===== src/rtl/rr_arb3_ctl.sv =====
// rr_arb3_ctl: 3-way round-robin arbiter; the owner keeps its registered grant until it drops its request.
// Define ARB3_TIMEOUT_EN to enable hold-timeout preemption (TOUT/TOUT_W); otherwise tout stays 0.
module rr_arb3_ctl #(
  parameter int TOUT_W = 4,
  parameter int TOUT   = 12
) (
  input  logic clk,
  input  logic nrst,
  input  logic i0,
  input  logic i1,
  input  logic i2,
  output logic g0,
  output logic g1,
  output logic g2,
  output logic busy,
  output logic nidle,
  output logic tout
);

  typedef enum logic {ST_IDLE = 1'b0, ST_OWN = 1'b1} state_t;

  state_t     state_q, state_d;
  logic [1:0] owner_q, owner_d;
  logic [1:0] last_q, last_d;
  logic [2:0] g_q, g_d;
  logic       busy_q, busy_d;
  logic       tout_q, tout_d;
  logic [2:0] req_s;
  logic [2:0] others_s;
  logic       preempt_s;

  if ((TOUT < 1) || (TOUT >= (1 << TOUT_W))) begin : g_tout_range
    $error("rr_arb3_ctl: TOUT must lie in 1..2^TOUT_W-1");
  end

  function automatic logic [2:0] onehot3(input logic [1:0] idx);
    case (idx)
      2'd0:    onehot3 = 3'b001;
      2'd1:    onehot3 = 3'b010;
      2'd2:    onehot3 = 3'b100;
      default: onehot3 = 3'b000;
    endcase
  endfunction

  function automatic logic [1:0] inc3(input logic [1:0] idx);
    inc3 = (idx == 2'd2) ? 2'd0 : idx + 2'd1;
  endfunction

  // Search order from+1, from+2, then from itself.
  function automatic logic [1:0] rr_next(input logic [1:0] from, input logic [2:0] req);
    logic [1:0] a;
    logic [1:0] b;
    a = inc3(from);
    b = inc3(a);
    if (req[a]) begin
      rr_next = a;
    end else if (req[b]) begin
      rr_next = b;
    end else begin
      rr_next = from;
    end
  endfunction

  assign others_s = req_s & ~onehot3(owner_q);

`ifdef ARB3_TIMEOUT_EN
  localparam logic [TOUT_W-1:0] CNT_LAST = TOUT_W'(TOUT - 1);

  logic [TOUT_W-1:0] cnt_q, cnt_d;
  logic [2:0]        blk_q, blk_d;

  // A preempted owner stays masked until it lowers its request once.
  assign req_s     = {i2, i1, i0} & ~blk_q;
  assign preempt_s = (state_q == ST_OWN) && req_s[owner_q] && (|others_s) && (cnt_q == CNT_LAST);

  // Hold-timeout counter and preemption mask next values.
  always_comb begin
    cnt_d = cnt_q;
    blk_d = blk_q & {i2, i1, i0};
    if ((state_d == ST_OWN) && ((state_q != ST_OWN) || (owner_d != owner_q))) begin
      cnt_d = {TOUT_W{1'b0}};
    end else if ((state_q == ST_OWN) && (|others_s)) begin
      cnt_d = cnt_q + {{(TOUT_W-1){1'b0}}, 1'b1};
    end else begin
      cnt_d = cnt_q;
    end
    if (preempt_s) begin
      blk_d = blk_d | onehot3(owner_q);
    end else begin
      blk_d = blk_d;
    end
  end

  // Timeout state registers.
  always_ff @(posedge clk or negedge nrst) begin
    if (!nrst) begin
      cnt_q <= {TOUT_W{1'b0}};
      blk_q <= 3'b000;
    end else begin
      cnt_q <= cnt_d;
      blk_q <= blk_d;
    end
  end
`else
  assign req_s     = {i2, i1, i0};
  assign preempt_s = 1'b0;
`endif

  // State and grant registers.
  always_ff @(posedge clk or negedge nrst) begin
    if (!nrst) begin
      state_q <= ST_IDLE;
      owner_q <= 2'd0;
      last_q  <= 2'd2;
      g_q     <= 3'b000;
      busy_q  <= 1'b0;
      tout_q  <= 1'b0;
    end else begin
      state_q <= state_d;
      owner_q <= owner_d;
      last_q  <= last_d;
      g_q     <= g_d;
      busy_q  <= busy_d;
      tout_q  <= tout_d;
    end
  end

  // Next-state: arbitrate from IDLE, hand over on release or preemption.
  always_comb begin
    state_d = state_q;
    owner_d = owner_q;
    last_d  = last_q;
    case (state_q)
      ST_IDLE: begin
        if (|req_s) begin
          state_d = ST_OWN;
          owner_d = rr_next(last_q, req_s);
          last_d  = owner_d;
        end else begin
          state_d = ST_IDLE;
        end
      end
      ST_OWN: begin
        if (!req_s[owner_q] || preempt_s) begin
          if (|others_s) begin
            owner_d = rr_next(owner_q, others_s);
            last_d  = owner_d;
          end else begin
            state_d = ST_IDLE;
          end
        end else begin
          state_d = ST_OWN;
        end
      end
      default: begin
        state_d = ST_IDLE;
      end
    endcase
  end

  // Output decode of the next state, captured by the output registers.
  always_comb begin
    if (state_d == ST_OWN) begin
      g_d = onehot3(owner_d);
    end else begin
      g_d = 3'b000;
    end
    busy_d = |g_d;
    tout_d = preempt_s;
  end

  assign g0    = g_q[0];
  assign g1    = g_q[1];
  assign g2    = g_q[2];
  assign busy  = busy_q;
  assign tout  = tout_q;
  assign nidle = ~(i0 | i1 | i2);

endmodule

===== config.mk =====
export PLATFORM = sky130hd
export DESIGN_NAME = rr_arb3_ctl
export DESIGN_NICKNAME = d
export VERILOG_FILES = /design/src/rtl/rr_arb3_ctl.sv
export SDC_FILE = /design/constraint.sdc
export NUM_CORES = 1
export LEC_CHECK = 0
export CAP_MARGIN = 25
export CORE_MARGIN = 4
export CORE_UTILIZATION = 35
export CTS_CLUSTER_DIAMETER = 60
export CTS_CLUSTER_SIZE = 8
export DETAILED_ROUTE_END_ITERATION = 10
export PLACE_DENSITY_LB_ADDON = 0.12
export RECOVER_POWER = 25
export SETUP_SLACK_MARGIN = 0.2
export SYNTH_ARGS = -nofsm -noshare
export SYNTH_HDL_FRONTEND = slang
export SYNTH_SLANG_ARGS = --single-unit

===== constraint.sdc =====
create_clock -name clk -period 3.2 [get_ports clk]
set_clock_uncertainty 0.05 [all_clocks]
set_input_delay 0.64 -clock clk [delete_from_list [all_inputs] [get_ports clk]]
set_output_delay 0.64 -clock clk [all_outputs]
set_load 0.02 [all_outputs]

== Word level (Yosys, flattened, before mapping) ==
Index checks and enable logic that the tools add are counted.
Storage, ports and cells
  register bits: 9
  output and inout bits: 6
  bits of input ports: 5
  word-level logic and storage cells: 69
Operators by class
  bitwise logic cells: 6
  equality and inequality tests: 10
  magnitude comparators: 5
  add/sub/neg operators: 4
  reductions and logical operators: 6
  muxes and demuxes: 33
Operators with widths (count)
  two-way mux 2 bit: 14
  one-hot mux 3 bit (3 select lines): 2
  < comparator 2 x 3 -> 1 bit, second input constant: 5
  binary-select mux 1 bit (select 2 bit): 5
  == test 2 bit, second input constant: 5
  OR reduction 3 bit: 3
  adder 2 x 1 -> 2 bit, second input constant: 4
  two-way mux 1 bit: 8
  one-hot mux 2 bit (2 select lines): 2
  == test 2 x 1 -> 1 bit, second input constant: 2
  logical NOT 2 bit: 2
  != test 2 bit, second input constant: 2
  bitwise AND 3 bit: 1
  two-way mux 3 bit: 1
  NOT 3 bit: 1
  AND reduction 3 bit: 1
  != test 2 x 1 -> 1 bit, second input constant: 1
  NOT 1 bit: 2
  bitwise OR 1 bit: 2
  one-hot mux 1 bit (2 select lines): 1

== Depth between registers and ports, before layout ==
Gate-level depths: netlist of run 1.
  word-level depth: 15
  gate-level depth with buffers: 6
  depth with buffers taken out: 5

== Worst setup path before layout of run 1 ==
No wires, ideal clock.
  path kind: input to output
  start point: in i1
  end point: out nidle
  required time: 2.510 ns
  cell stages on the path: 3
  path buffers: 1
  slack: 1.155 ns
  arrival time: 1.355 ns
  cell sequence: buf_2 > or3_4 > inv_1
Between the ends
  word-level cells in the longest chain between the ends: 3
RTL lines
  from (decl): RTL line 10  | input logic i1,
  bitwise OR 1 bit (2 in series): RTL line 177  | assign nidle = ~(i0 | i1 | i2);
  NOT 1 bit: RTL line 177
  to (decl): RTL line 16  | output logic nidle,
Every way passes these cells.

== Worst setup path after layout of run 1 ==
  start point: in i0
  end point: out nidle
Between the ends
  word-level cells in the longest chain between the ends: 3
RTL lines
  from (decl): RTL line 9  | input logic i0,
  bitwise OR 1 bit (2 in series): RTL line 177
  NOT 1 bit: RTL line 177
Every way passes these cells.

==> flow_summary.toml, run 1 <==
[clock_tree]
cts_buffer_depth = 2
cts_buffers = 3
tritoncts = "done"
clock-sinks = 9
htreeDepth = 1
clk_pin_slew_ns = 0.06
clkLatencyLatePin_ns = 0.25
cts_setup_buffers = 0
cts_resized = 0
cts_hold_buf = 0
cts_root_buf = "clkbuf_4"

[global_route]
antenna_found_initial = 0
grt.total_usage_pct = 10.9
grt_pass1_wl_um = 2070
grt_max_degree = 12
grt_pass1_vias = 416
overflow = 0

[drt]
drtIter0Drc = 13
routed_wl_um = 1230
avgViaCountPerCell = 5.40
drt-pass1-iter-count = 4
routed-via-count = 481
antenna_left = 0
wl_per_cell_um = 13.8
post-route-drc-count = 0

[setup_path]
crit_start = "i0"
path_class = "in2out"
reg2reg_from = "last_q[1]"
worstPathRequired_ns = 2.51
reg2reg_slack_ns = 1.42
cp-end-kind = "output port"
crit_path_max_fanout = 4
cp-start-kind = "input port"
crit_end = "nidle"
r2r_end = "g_q[1]"
reg2reg_depth = 5
cp_data_arrival_time_ns = 2.23

[logic_synthesis]
syn-num-nets = 69
yosys.area.top_type = "dfrtp_1"
syn_area_per_cell_um2 = 9.48
synth_warnings = 0
yosys.cell_types.count = 35
netlist_top_cells_area = "dfrtp_1 (33%), dfstp_2 (4.3%), a21oi_1 (4.1%)"
yosysSeqAreaShare_pct = 37.3
synthCells = 64
synth_top_area_share_pct = 33.0
ys_ff_latch = 9
synth.cell_area_um2 = 607

[sta]
max_freq_ghz = 0.342
period_minus_slack_ns = 2.92
post-route-period-util_pct = 91.4
slew_viol_final = 0
setup_tns_ns = 0
rsz0062_at_grt = "false"
finalSetupViolCount = 0
hold_viol_final = 0

[finish]
fin_area_um2 = 722
drive_above_1_share_pct = 19.2
post-route-util_pct = 45.8
final_nets = 79
fin_cells = 89
area_growth_pct = 19.0
diodes = 0

[pwr]
p_per_area_nw_per_um2 = 837
ir_drop_mv = 0.329
p_leak_nw = 0.307

[floorplan]
die_w_um = 49.6
die-height_um = 49.6
io_pins = 11
coreArea_um2 = 1580
rows = 14
initial_core_util_pct = 38.5
dieArea_um2 = 2460

[status]
outcome = "complete, no violations"

[job]
maxCapViolCount = 0

[worst_hold_path]
hp-class = "reg2reg"

[place]
dp_hpwl_um = 918
port-buffer-count = 9
placed_cell_area_um2 = 696
place_congestion = 0.768
placedCellCount = 85
## cell families (layout without fill, tap and decap cells)
group / after synthesis / count (layout) / share of synthesized area, %
other: 1 / 1 / 0.618
buffers and inverters: 11 / 20 / 9.69
muxes: 3 / 3 / 5.15
DFF: 9 / 9 / 37.3
and+or+nand+nor: 23 / 23 / 24.9
AOI/OAI and AO/OA: 17 / 17 / 22.3
## cell usage after synthesis
cell type and number:
mux2i_1 2, or3_4 1, nor2_1 3, dfstp_2 1, o32ai_1 2, nand2b_1 2, mux2_2 1, conb_1 1
o2111ai_1 1, or2b_1 1, o31ai_1 1, nor3b_1 1, nand3_2 1, buf_4 1, nor3b_2 1, buf_2 5
or4b_1 1, nor3_1 2, nand3b_1 1, o21a_4 1, o21ai_0 2, dfrtp_1 8, a31oi_1 1, o311a_4 1
nand4b_1 1, and3b_1 1, a211oi_1 1, and2_1 1, nor2b_1 2, a21oi_1 5, nand2_1 4, inv_1 4
buf_6 1, o21a_1 1, a21oi_2 1
## worst max-delay path, cell delays in order
cell and delay (ns):
clkdlybuf4s50_1 0.43, or3_4 0.43, inv_1 0.12, clkdlybuf4s50_1 0.61
## power by group
part | internal [mW] | switching [mW] | leakage (nW)
clock | 0.0478 | 0.0358 | 0.0150
sequential | 0.168 | 0.0611 | 0.104
combinational | 0.158 | 0.133 | 0.187
## final cells by class
| class | count | area (um^2) |
|---|---|---|
| clock buffers | 4 | 26.3 |
| fillers | 156 | 855 |
| inverters | 4 | 15.0 |
| multi-input cells | 44 | 322 |
| flip-flops and latches | 9 | 226 |
| well taps | 16 | 20.0 |
| repair buffers | 12 | 113 |
## state kept, by name (all words and copies together) (netlist names)
register / count
busy: 1
g_q: 3
state_q: 1
last_q: 2
owner_q: 2
## through the flow
stage | setup slack (ns) | hold WS [ns] | power, mW
final | 0.276 | 0.537 | 0.604
after global routing | 0.208 | 0.581 | 0.653
after CTS | 0.260 | 0.546 | 0.612
after detailed placement | 0.272 | 0.533 | 0.524
after global placement | 0.302 | 0.530 | 0.525
after floorplan | 1.16 | 0.294 | 0.442
## metal layers
layer | GRT usage (%) | share of wire [%]
met1 | 15.4 | 49
met2 | 14.8 | 47
met3 | 5.72 | 4.0
met4 | 1.38 | 0
met5 | 0 | 0
## worst min path at each step
stage,from,to,slack [ns],cells past startpoint
finish,last_q[0],last_q[0],0.54,1
global route,last_q[0],last_q[0],0.58,1
CTS,last_q[0],last_q[0],0.55,1
detailed placement,last_q[0],last_q[0],0.53,1
global placement,last_q[0],last_q[0],0.53,1
floorplan,nrst,busy,0.29,0
## placed cells by master, fill, tap and decap left out, drive strengths merged, types with 2 or more instances in the layout
cell / count
a21oi: 6
buf: 3
clkbuf: 4
clkdlybuf4s50: 8
dfrtp: 8
inv: 4
mux2i: 2
nand2: 4
nand2b: 2
nor2: 3
nor2b: 2
nor3: 2
nor3b: 2
o21a: 2
o21ai: 2
o32ai: 2
No activity file was read; power rests on OpenSTA's default activity.
==> inputs of run 2 (changes only) <==
- HOLD_SLACK_MARGIN: default -> 0.1
- SLEW_MARGIN: default -> 0
==> results of run 2 <==
Same layout as run 1: the final DEF is identical, and so are final timing and power.
==> inputs of run 3 (changes only) <==
- CORE_UTILIZATION: 35 -> 45
==> run 3 against run 2 <==
- critical endpoint unchanged
- highest routed layer unchanged
- sequential power about the same
- wire length down 1.1%
- first-iteration DRC count shrank 46%
==> flow_summary.toml, run 3 (synthesized netlist as in run 1, its figures left out) <==
[status]
outcome = "complete, no violations"

[floorplan]
io_pins = 11
coreArea_um2 = 1190
die-height_um = 44.7
rows = 12
die_w_um = 44.7
dieArea_um2 = 2000
initial_core_util_pct = 51.2

[clock_tree]
clock-sinks = 9
cts_setup_buffers = 0
cts_resized = 0
clk_pin_slew_ns = 0.06
cts_hold_buf = 0
htreeDepth = 1
clkLatencyLatePin_ns = 0.26
cts_root_buf = "clkbuf_4"
cts_buffers = 3
tritoncts = "done"
cts_buffer_depth = 2

[setup_path]
cp-start-kind = "input port"
reg2reg_from = "last_q[1]"
cp_data_arrival_time_ns = 2.22
worstPathRequired_ns = 2.51
path_class = "in2out"
crit_start = "i0"
reg2reg_depth = 5
r2r_end = "g_q[1]"
cp-end-kind = "output port"
crit_path_max_fanout = 4
reg2reg_slack_ns = 1.42
crit_end = "nidle"

[finish]
top_register = "g_q"
largestRegisters = "g_q (3), last_q (2), owner_q (2)"
final_nets = 79
fin_cells = 87
diodes = 0
largest_register_ffs = 3
post-route-util_pct = 60.7
drive_above_1_share_pct = 19.2
final_cell_mix = "dfrtp_1 (8), clkdlybuf4s50_1 (8), a21oi_1 (5)"
area_growth_pct = 18.6

[sta]
setup_ws_ns = 0.289
period_minus_slack_ns = 2.91
max_freq_ghz = 0.344
rsz0062_at_grt = "false"
finalSetupViolCount = 0
post-route-period-util_pct = 91.0
slew_viol_final = 0
hold_ws_ns = 0.545
setup_tns_ns = 0
hold_viol_final = 0

[pwr]
p_per_area_nw_per_um2 = 847
p_leak_nw = 0.307
pwr-share-comb_pct = 47.9
switchingPower_mw = 0.235
p_seq_share_pct = 38.1
ir_drop_mv = 0.392
p_sw_share_pct = 38.6
power_frac_clock_pct = 14.1
p_int_mw = 0.374

[place]
place_congestion = 0.801
dp_hpwl_um = 896
port-buffer-count = 9
dp_slack_ns = 0.288
placedCellCount = 83

[drt]
routed_wl_um = 1210
avgViaCountPerCell = 5.64
antenna_left = 0
post-route-drc-count = 0
drt-pass1-iter-count = 4
routed-via-count = 491
drtIter0Drc = 7
wl_per_cell_um = 14.0

[worst_hold_path]
worstHoldPathCells = 1
hp-start = "last_q[0]"
hp-class = "reg2reg"

[global_route]
grt_pass1_wl_um = 2150
antenna_found_initial = 0
grt_pass1_vias = 456
grt.total_usage_pct = 14.7
overflow = 0
grt_max_degree = 12

[job]
maxCapViolCount = 0
run 3: cell counts in the layout (fill, tap and decap cells not counted):
Identical to the previous run, type by type.
run 3: worst max-delay path, stage by stage:
cell and delay (ns):
clkdlybuf4s50_1 0.43, or3_4 0.42, inv_1 0.12, clkdlybuf4s50_1 0.61
run 3: final cells by class:
class	instances	area, um^2
multi-input combinational	44	322
clock buffer	4	26.3
sequential	9	226
fill	111	467
tap	14	17.5
timing repair buffer	12	113
inverter	4	15.0
run 3: power groups by stage:
stage	Combinational (mW)	Sequential (mW)	Clock (mW)
5_1_grt	0.322	0.244	0.0963
3_5_place_dp	0.292	0.234	0
4_1_cts	0.295	0.233	0.0918
6_report	0.292	0.232	0.0858
3_3_place_gp	0.291	0.230	0
2_1_floorplan	0.221	0.221	0
run 3: per-layer routing:
metal / vias to the layer above / wire length, um / track usage (%)
met1: 230 / 576 / 20.3
met2: 18 / 553 / 21.2
met3: 0 / 84 / 5.98
li1: 243 / - / -
met4: 0 / 0 / 3.61
met5: - / 0 / 0
run 3: how the worst min path moves through the flow:
stage	endpoint	slack [ns]
after CTS	last_q[0]	0.56
after global placement	last_q[0]	0.53
after global routing	last_q[0]	0.61
after detailed placement	last_q[0]	0.53
final	last_q[0]	0.54
after floorplan	busy	0.29
run 3: through the flow:
| step | cell area, um^2 | total power, mW |
|---|---|---|
| after floorplan | 607 | 0.442 |
| after global placement | 693 | 0.522 |
| after detailed placement | 693 | 0.526 |
| after CTS | 719 | 0.620 |
| after global routing | 719 | 0.662 |
| final | 719 | 0.610 |
